==> config.mk <==
export PLATFORM = sky130hd
export DESIGN_NAME = vmem_fill_ctrl
export DESIGN_NICKNAME = d
export VERILOG_FILES = /design/src/rtl/vmem_fill_ctrl_pkg.sv /design/src/rtl/vmem_fill_ctrl_addr_gen.sv /design/src/rtl/vmem_fill_ctrl.sv
export SDC_FILE = /design/constraint.sdc
export NUM_CORES = 1
export LEC_CHECK = 0
export CAP_MARGIN = 20
export CORE_MARGIN = 2
export CORE_UTILIZATION = 55
export CTS_CLUSTER_SIZE = 12
export DETAILED_ROUTE_END_ITERATION = 10
export PLACE_DENSITY = 0.91
export SLEW_MARGIN = 20
export SYNTH_ARGS = -nofsm -noshare
export SYNTH_HDL_FRONTEND = slang
export SYNTH_HIERARCHICAL = 1
export SYNTH_SLANG_ARGS = --single-unit
==> constraint.sdc <==
create_clock -name clk_i -period 4.9 [get_ports clk_i]
set_clock_uncertainty 0.15 [all_clocks]
set_input_delay 0.49 -clock clk_i [delete_from_list [all_inputs] [get_ports clk_i]]
set_output_delay 0.49 -clock clk_i [all_outputs]
set_load 0.05 [all_outputs]
==> src/rtl/vmem_fill_ctrl_pkg.sv <==
// Shared constants for the video-memory rectangle-fill engine:
// register map, CTRL bit positions, FSM encodings and dbus select bits.
package vmem_fill_ctrl_pkg;

    localparam int DEF_MAX_COORD = 239;
    localparam int DEF_COLOR_W   = 3;
    localparam int DEF_CFG_AW    = 2;

    localparam logic [DEF_CFG_AW-1:0] REG_CTRL   = 2'd0;
    localparam logic [DEF_CFG_AW-1:0] REG_ORIGIN = 2'd1;
    localparam logic [DEF_CFG_AW-1:0] REG_SIZE   = 2'd2;
    localparam logic [DEF_CFG_AW-1:0] REG_COLOR  = 2'd3;

    // CTRL write bits
    localparam int CTRL_START = 0;
    localparam int CTRL_CLR   = 1;
    localparam int CTRL_ABORT = 2;

    // CTRL read bits
    localparam int STAT_BUSY  = 0;
    localparam int STAT_DONE  = 1;

    // dbus address bits that select the vmem and cfg windows upstream
    localparam int VMEM_SEL_BIT = 28;
    localparam int CFG_SEL_BIT  = 29;

    typedef enum logic [1:0] {
        ST_IDLE = 2'd0,
        ST_FILL = 2'd1,
        ST_DONE = 2'd2
    } fill_state_e;

endpackage

==> src/rtl/vmem_fill_ctrl_addr_gen.sv <==
// Rectangle walk counters: column/row position plus 9-bit pixel coordinates,
// so origin + extent never wraps back into a small, visible coordinate.
module fill_addr_gen #(
    parameter int MAX_COORD = 239
) (
    input  logic        clk_i,
    input  logic        rst_ni,
    input  logic        load_i,
    input  logic        step_i,
    input  logic [7:0]  x0_i,
    input  logic [7:0]  y0_i,
    input  logic [7:0]  wm1_i,
    input  logic [7:0]  hm1_i,
    output logic [15:0] addr_o,
    output logic        last_o,
    output logic        in_bounds_o
);

    logic [8:0] cx;
    logic [8:0] cy;
    logic [7:0] col;
    logic [7:0] row;

    always_ff @(posedge clk_i or negedge rst_ni) begin
        if (!rst_ni) begin
            cx  <= 9'd0;
            cy  <= 9'd0;
            col <= 8'd0;
            row <= 8'd0;
        end else if (load_i) begin
            cx  <= {1'b0, x0_i};
            cy  <= {1'b0, y0_i};
            col <= 8'd0;
            row <= 8'd0;
        end else if (step_i) begin
            if (col == wm1_i) begin
                col <= 8'd0;
                cx  <= {1'b0, x0_i};
                row <= row + 8'd1;
                cy  <= cy + 9'd1;
            end else begin
                col <= col + 8'd1;
                cx  <= cx + 9'd1;
            end
        end
    end

    assign addr_o      = {cy[7:0], cx[7:0]};
    assign last_o      = (col == wm1_i) && (row == hm1_i);
    assign in_bounds_o = (cx <= 9'(MAX_COORD)) && (cy <= 9'(MAX_COORD));

endmodule

==> src/rtl/vmem_fill_ctrl.sv <==
// Rectangle-fill engine and vmem write-port arbiter. CPU pixel stores always
// win the port; the engine stalls in place while the CPU writes.
module vmem_fill_ctrl
    import vmem_fill_ctrl_pkg::*;
#(
    parameter int MAX_COORD = DEF_MAX_COORD,
    parameter int COLOR_W   = DEF_COLOR_W,
    parameter int CFG_AW    = DEF_CFG_AW
) (
    input  logic               clk_i,
    input  logic               rst_ni,
    input  logic               cfg_we_i,
    input  logic [CFG_AW-1:0]  cfg_addr_i,
    input  logic [31:0]        cfg_wdata_i,
    output logic [31:0]        cfg_rdata_o,
    input  logic               cpu_we_i,
    input  logic [15:0]        cpu_addr_i,
    input  logic [COLOR_W-1:0] cpu_wdata_i,
    output logic               vmem_we_o,
    output logic [15:0]        vmem_addr_o,
    output logic [COLOR_W-1:0] vmem_wdata_o,
    output logic               busy_o,
    output logic               done_o,
    output logic [1:0]         dbg_state_o
);

    fill_state_e        state;
    logic [7:0]         x0, y0, wm1, hm1;
    logic [COLOR_W-1:0] color;
    logic               done_flag;

    logic        ctrl_wr, start_req, abort_req, clr_req;
    logic        fill_active, grant, load;
    logic [15:0] eng_addr;
    logic        eng_last, eng_in_bounds;
    logic [31:0] rd_mux;
    logic        unused_wdata;

    assign ctrl_wr     = cfg_we_i && (cfg_addr_i == REG_CTRL);
    // Abort dominates start when both arrive in one CTRL write.
    assign abort_req   = ctrl_wr && cfg_wdata_i[CTRL_ABORT];
    assign start_req   = ctrl_wr && cfg_wdata_i[CTRL_START] && !cfg_wdata_i[CTRL_ABORT];
    assign clr_req     = ctrl_wr && cfg_wdata_i[CTRL_CLR];
    assign fill_active = (state == ST_FILL);
    assign grant       = fill_active && !cpu_we_i && !abort_req;
    assign load        = (state == ST_IDLE) && start_req;
    assign dbg_state_o = state;
    assign unused_wdata = ^cfg_wdata_i[31:16];

    fill_addr_gen #(
        .MAX_COORD (MAX_COORD)
    ) u_addr_gen (
        .clk_i       (clk_i),
        .rst_ni      (rst_ni),
        .load_i      (load),
        .step_i      (grant),
        .x0_i        (x0),
        .y0_i        (y0),
        .wm1_i       (wm1),
        .hm1_i       (hm1),
        .addr_o      (eng_addr),
        .last_o      (eng_last),
        .in_bounds_o (eng_in_bounds)
    );

    always_ff @(posedge clk_i or negedge rst_ni) begin
        if (!rst_ni) begin
            state     <= ST_IDLE;
            busy_o    <= 1'b0;
            done_o    <= 1'b0;
            done_flag <= 1'b0;
        end else begin
            done_o <= 1'b0;
            if (clr_req) done_flag <= 1'b0;
            case (state)
                ST_IDLE: begin
                    if (start_req) begin
                        state     <= ST_FILL;
                        busy_o    <= 1'b1;
                        done_flag <= 1'b0;
                    end
                end
                ST_FILL: begin
                    if (abort_req) begin
                        state  <= ST_IDLE;
                        busy_o <= 1'b0;
                    end else if (grant && eng_last) begin
                        state     <= ST_DONE;
                        busy_o    <= 1'b0;
                        done_o    <= 1'b1;
                        done_flag <= 1'b1;
                    end
                end
                ST_DONE: state <= ST_IDLE;
                default: begin
                    state  <= ST_IDLE;
                    busy_o <= 1'b0;
                end
            endcase
        end
    end

    // Geometry and colour are frozen while a fill is in progress.
    always_ff @(posedge clk_i or negedge rst_ni) begin
        if (!rst_ni) begin
            x0    <= 8'd0;
            y0    <= 8'd0;
            wm1   <= 8'd0;
            hm1   <= 8'd0;
            color <= '0;
        end else if (cfg_we_i && !fill_active) begin
            case (cfg_addr_i)
                REG_ORIGIN: begin
                    x0 <= cfg_wdata_i[7:0];
                    y0 <= cfg_wdata_i[15:8];
                end
                REG_SIZE: begin
                    wm1 <= cfg_wdata_i[7:0];
                    hm1 <= cfg_wdata_i[15:8];
                end
                REG_COLOR: color <= cfg_wdata_i[COLOR_W-1:0];
                default: ;
            endcase
        end
    end

    always_comb begin
        rd_mux = 32'd0;
        case (cfg_addr_i)
            REG_CTRL: begin
                rd_mux[STAT_BUSY] = busy_o;
                rd_mux[STAT_DONE] = done_flag;
            end
            REG_ORIGIN: rd_mux = {16'd0, y0, x0};
            REG_SIZE:   rd_mux = {16'd0, hm1, wm1};
            REG_COLOR:  rd_mux = {{(32-COLOR_W){1'b0}}, color};
            default:    rd_mux = 32'd0;
        endcase
    end

    always_ff @(posedge clk_i or negedge rst_ni) begin
        if (!rst_ni) begin
            cfg_rdata_o <= 32'd0;
        end else if (!cfg_we_i) begin
            cfg_rdata_o <= rd_mux;
        end
    end

    // Clipped pixels still consume their slot but never assert the write enable.
    always_ff @(posedge clk_i or negedge rst_ni) begin
        if (!rst_ni) begin
            vmem_we_o    <= 1'b0;
            vmem_addr_o  <= 16'd0;
            vmem_wdata_o <= '0;
        end else if (cpu_we_i) begin
            vmem_we_o    <= 1'b1;
            vmem_addr_o  <= cpu_addr_i;
            vmem_wdata_o <= cpu_wdata_i;
        end else if (grant) begin
            vmem_we_o    <= eng_in_bounds;
            vmem_addr_o  <= eng_addr;
            vmem_wdata_o <= color;
        end else begin
            vmem_we_o <= 1'b0;
        end
    end

endmodule

After elaboration in Yosys (flattened, before gate mapping)
Index checks and enable logic that the tools add are counted.
{ "word_totals": {"regBits": 126, "inputBits": 57, "out_inout_bits": 56, "elab_cells": 96} }
{ "classes": {"addsub": 4, "n_lt_le_gt_ge": 2, "eq_ne": 9, "n_mux": 36, "n_bitwise": 1, "n_reduce_logical": 27} }
{ "op_table": {"columns": ["operator", "n"], "rows": [
  ["$mux W9", 6],
  ["$mux W8", 6],
  ["$pmux W14 S3", 1],
  ["$mux W16", 2],
  ["$add A9 B1 Y9 const B", 2],
  ["$le A9 B8 Y1 const B", 2],
  ["$add A8 B1 Y8 const B", 2],
  ["$eq A8 B8 Y1", 2],
  ["$logic_and A1 B1 Y1", 12],
  ["$mux W1", 12],
  ["$reduce_and A2 Y1", 5],
  ["$pmux W2 S4", 1],
  ["$eq A2 B2 Y1 const B", 3],
  ["$mux W2", 3],
  ["$mux W3", 2],
  ["$reduce_bool A2 Y1", 3],
  ["$eq A2 B1 Y1 const B", 2],
  ["$logic_not A1 Y1", 4],
  ["$logic_not A2 Y1", 2],
  ["$pmux W2 S2", 1],
  ["$ne A3 B2 Y1 const B", 1],
  ["$pmux W1 S3", 1],
  ["$reduce_and A3 Y1", 1],
  ["$ne A2 B2 Y1 const B", 1],
  ["2 further kinds", 2]
]} }

Logic depth before layout (Yosys ltp)
{ "depth": {"ltp_word": 9, "ltp_mapped": 11, "depth_no_buf": 8} }

By module
The synthesis kept the hierarchy.
{ "modules_own_cells": {"columns": ["mod", "n_inst", "cells_each", "area_each_um2", "seq_area_each_um2"], "rows": [
  ["vmem_fill_ctrl", 1, 298, 3565.9, 1901.8],
  ["fill_addr_gen", 1, 256, 2453.6, 850.8]
]} }

Worst setup path after synthesis
OpenSTA, ideal clock, no wires.
{ "synth_timing": {"path_kind": "register -> register", "startpoint": "register state[0], in the netlist dbg_state_o[0]", "endpoint": "register u_addr_gen.cy[1]", "setup_time_ns": 0.125, "arrival_time_ns": 2.388, "setup_slack_ns": 2.238, "path_stages_with_launch": 9, "synth_period_minus_slack_ns": 2.662, "path_cell_list": "dfrtp_1 > nor2b_1 > buf_2 > nand2_1 > nor2_1 > nand3_2 > nor3_4 > mux2_1 > mux2_2"} }
{ "synth_via": {"elab_chain_len": 5} }
{ "synth_lines": {"columns": ["item", "line", "rtl"], "rows": [
  ["start, declared", "vmem_fill_ctrl.sv:27", "fill_state_e state;"],
  ["start signal, assigned", "vmem_fill_ctrl.sv:68", "state <= ST_IDLE;"],
  ["start signal, assigned", "vmem_fill_ctrl.sv:78", "state <= ST_FILL;"],
  ["start signal, assigned", "vmem_fill_ctrl.sv:85", "state <= ST_IDLE;"],
  ["$eq A2 B1 Y1", "vmem_fill_ctrl.sv:44", "assign fill_active = (state == ST_FILL);"],
  ["$logic_and A1 B1 Y1 (2 in series)", "vmem_fill_ctrl.sv:45", "assign grant = fill_active && !cpu_we_i && !abort_req;"],
  ["net grant", "vmem_fill_ctrl.sv:33", "logic fill_active, grant, load;"],
  ["$reduce_bool A2 Y1 (no line)", null, null],
  ["$reduce_and A2 Y1 (no line)", null, null],
  ["end signal, assigned", "vmem_fill_ctrl_addr_gen.sv:32", "cy <= {1'b0, y0_i};"],
  ["end signal, assigned", "vmem_fill_ctrl_addr_gen.sv:40", "cy <= cy + 9'd1;"],
  ["end, declared", "vmem_fill_ctrl_addr_gen.sv:20", "logic [8:0] cy;"]
]} }
The timed path passes the listed nets, and every way through them passes these cells.
A chain may end at the register's enable or synchronous reset.

Final worst setup path
{ "layout_timing": {"startpoint": "input port cfg_addr_i[0]", "endpoint": "register u_addr_gen.cy[1]"} }
{ "layout_via": {"elab_chain_len": 7} }
{ "layout_lines": {"columns": ["item", "line", "rtl"], "rows": [
  ["start, declared", "vmem_fill_ctrl.sv:13", "input logic [CFG_AW-1:0] cfg_addr_i,"],
  ["$logic_not A2 Y1", "vmem_fill_ctrl.sv:39", "assign ctrl_wr = cfg_we_i && (cfg_addr_i == REG_CTRL);"],
  ["$logic_and A1 B1 Y1", "vmem_fill_ctrl.sv:39", null],
  ["$logic_and A1 B1 Y1", "vmem_fill_ctrl.sv:41", "assign abort_req = ctrl_wr && cfg_wdata_i[CTRL_ABORT];"],
  ["$logic_not A1 Y1", "vmem_fill_ctrl.sv:45", null],
  ["$logic_and A1 B1 Y1", "vmem_fill_ctrl.sv:45", null],
  ["net grant", "vmem_fill_ctrl.sv:33", null],
  ["$reduce_bool A2 Y1 (no line)", null, null],
  ["$reduce_and A2 Y1 (no line)", null, null]
]} }
The timed path passes the listed nets, and every way through them passes these cells.

==> flow_summary.yaml <==
status:
  run_status: "complete, no violations"
synthesis:
  ys.flop_type: "dfrtp_1"
  netlist_instances: 554
  synth_top_area_share_pct: 45.7
  synth.distinct_cells: 67
  ys_seq_elements: 110
  synth_most_common_cell: "dfrtp_1"
  ys_warn_count: 6
  async_flop_share_pct: 100
  synth.largest_area_cell: "dfrtp_1"
  synth.top_cells.by_count: "dfrtp_1, o21ai_0, buf_4"
  synth-seq-area-share_pct: 45.7
  avgSynthCellArea_um2: 10.9
  yosys-top-cells-area: "dfrtp_1, mux2_4, buf_4, mux2_2, o21ai_0"
  synth_area_mm2: 0.00602
  synth-edff-count: 0
timing:
  whs_ns: 0.0384
  fin_crit_ns: 3.44
  slew_headroom_pct: 41.5
  finalMaxSlewViolations: 0
  hold_viol: 0
  max_freq_ghz: 0.290
  worst_slew_pin_slew_ns: 0.878
  fin_ws_ns: 1.46
  rsz0062_at_grt: "no"
  tns_ns: 0
  finalSetupViolations: 0
  fin_crit_sh_pct: 70.3
pwr:
  switching_share_pct: 41.0
  power_w: 0.00295
  p_per_area_mw_per_mm2: 429
  leakagePower_nw: 2.83
  p_seq_share_pct: 45.7
  p_clk_share_pct: 19.2
  p_switching_w: 0.00121
  power_frac_comb_pct: 35.1
  p_int_w: 0.00174
  worst_ir_drop_vdd_mv: 0.267
worst_hold_path:
  hold_class: "primary input to asynchronous set/reset pin"
routing:
  vias_per_cell: 6.18
  drc: 0
  wire_per_inst_um: 19.1
  drt_iter0_drc: 494
  via_count: 4618
  routed_wl_mm: 14.2
  drtPass1Iterations: 7
  ant_nets: 0
worst_setup_path:
  path_max_fanout: 23
  crit_arrival_ns: 3.58
  rr_worst_depth: 9
  critical_path_required_ns: 5.03
  endpoint_kind: "flip-flop"
  start_kind: "primary input"
  worstSetupPathType: "primary input to flip-flop"
finish:
  utilization_pct: 64.1
  nets: 663
  drive_above_1_share_pct: 17.0
  areaGrowthSynthToFinish_pct: 14.4
  diodes: 0
grt:
  grt_util_met2_pct: 42.2
  grt_pass1_vias: 4456
  grt-ovfl-total: 0
  grt_usage_pct: 24.7
  grt_busiest_layer: "met2"
  antenna_found_initial: 0
  grt_max_degree: 70
  met3_usage_pct: 5.02
  grt_pass1_wl_mm: 22.5
  gr-usage-met1_pct: 31.6
cts:
  clock_latency_ns: 0.40
  cts_hold_buffers: 0
  cts_made_buffers: 9
  path_clk_slew_ns: 0.12
  cts_max_path_buffers: 2
  ctsResizeCount: 0
  htreeDepth: 3
  cts_tree: "done"
  cts_sinks: 110
  ctsRootBufferMaster: "clkbuf_8"
  post_cts_buffers: 0
die:
  die_h_um: 109
  coreArea_mm2: 0.0107
  io_pins: 113
  rows: 38
  die_w_um: 109
  start_util_pct: 56.0
  dieArea_mm2: 0.0118
placed_design:
  port_buffers: 80
  hpwl_mm: 10.1
  place_ws_ns: 1.07
  gp_congestion: 0.878
run:
  cap_violations: 0
-- stage by stage --
stage / std cells / area, um^2
finish: 747 / 6890
global route: 747 / 6890
CTS: 747 / 6890
detailed placement: 731 / 6680
global placement: 731 / 6680
floorplan: 569 / 6080
-- routing by layer --
metal	share of wire (%)	vias up
met3	7.8	43
met5	0	-
li1	-	2044
met2	49	247
met4	2.9	0
met1	40	2284
-- layout by cell type (no fill, tap or decap), types with 5 or more instances in the layout --
cell type,synthesis,final
nand2_1,31,31
dfrtp_1,110,110
nor4_2,6,6
nor2b_1,21,21
nand3_1,19,19
xor2_1,5,5
a21oi_1,25,25
clkbuf_8,0,9
o21ai_0,36,36
a31oi_1,19,19
nor2_1,28,28
buf_4,35,8
mux2_4,20,20
xnor2_1,18,18
a22oi_1,18,18
xnor2_2,8,8
o21ai_1,8,8
conb_1,1,16
clkdlybuf4s50_1,0,79
mux2_2,21,21
inv_1,9,9
nand4_1,14,14
-- power groups by stage --
stage,Combinational [W],Clock (W),Sequential [W]
floorplan,0.000644,0,0.00146
finish,0.00104,0.000568,0.00135
CTS,0.00103,0.000575,0.00134
global placement,0.000985,0,0.00134
global route,0.00111,0.000608,0.00137
detailed placement,0.00102,0,0.00135
-- worst max-delay path, cell delays in order --
cell and delay (ns):
clkdlybuf4s50_1 0.71, nand4bb_1 0.19, buf_4 0.26, nand2_1 0.10, nor2_1 0.11, buf_4 0.26, nand3_2 0.30, nor3_4 0.50
mux2_1 0.37, mux2_2 0.26
-- state kept, by name (all words and copies together) (netlist names), 2 cells and up --
name	cells
cfg_rdata_o	16
vmem_addr_o	16
u_addr_gen/cx	9
u_addr_gen/cy	9
hm1	8
u_addr_gen/col	8
u_addr_gen/row	8
wm1	8
x0	8
y0	8
color	3
vmem_wdata_o	3
dbg_state_o	2
-- final timing paths --
path / startpoint / endpoint / slack, ns
setup / recovery: cfg_addr_i[0] / u_addr_gen/cy[1]$_DFFE_PN0P_ / 1.46
hold / removal: rst_ni / vmem_wdata_o[2]$_DFFE_PN0P_ / 0.04
setup reg to reg: dbg_state_o[0]$_DFFE_PN0P_ / u_addr_gen/cy[1]$_DFFE_PN0P_ / 1.85
hold reg to reg: cfg_rdata_o[2]$_DFFE_PN0N_ / cfg_rdata_o[2]$_DFFE_PN0N_ / 0.35
max in group asynchronous: rst_ni / y0[0]$_DFFE_PN0P_ / 3.48
min in group clk_i: cfg_rdata_o[2]$_DFFE_PN0N_ / cfg_rdata_o[2]$_DFFE_PN0N_ / 0.35
-- final cells by class --
class | instances | area (um^2)
fillers | 833 | 3860
multi-input cells | 385 | 2860
flip-flops and latches | 110 | 2750
repair buffers | 87 | 851
well taps | 140 | 175
clock buffers | 9 | 124
clock inverters | 7 | 86.3
inverters | 9 | 33.8
-- cells by family after synthesis --
group           Yosys count  synth area share [%]
simple gates            165                  17.6
compound gates          124                  12.7
mux                      45                  10.0
buf+inv                  74                  7.63
xor+xnor                 31                  5.51
flops                   110                  45.7
other cells               1                0.0623
fa+ha+maj                 4                 0.831
(Power assumes the default switching activity.)
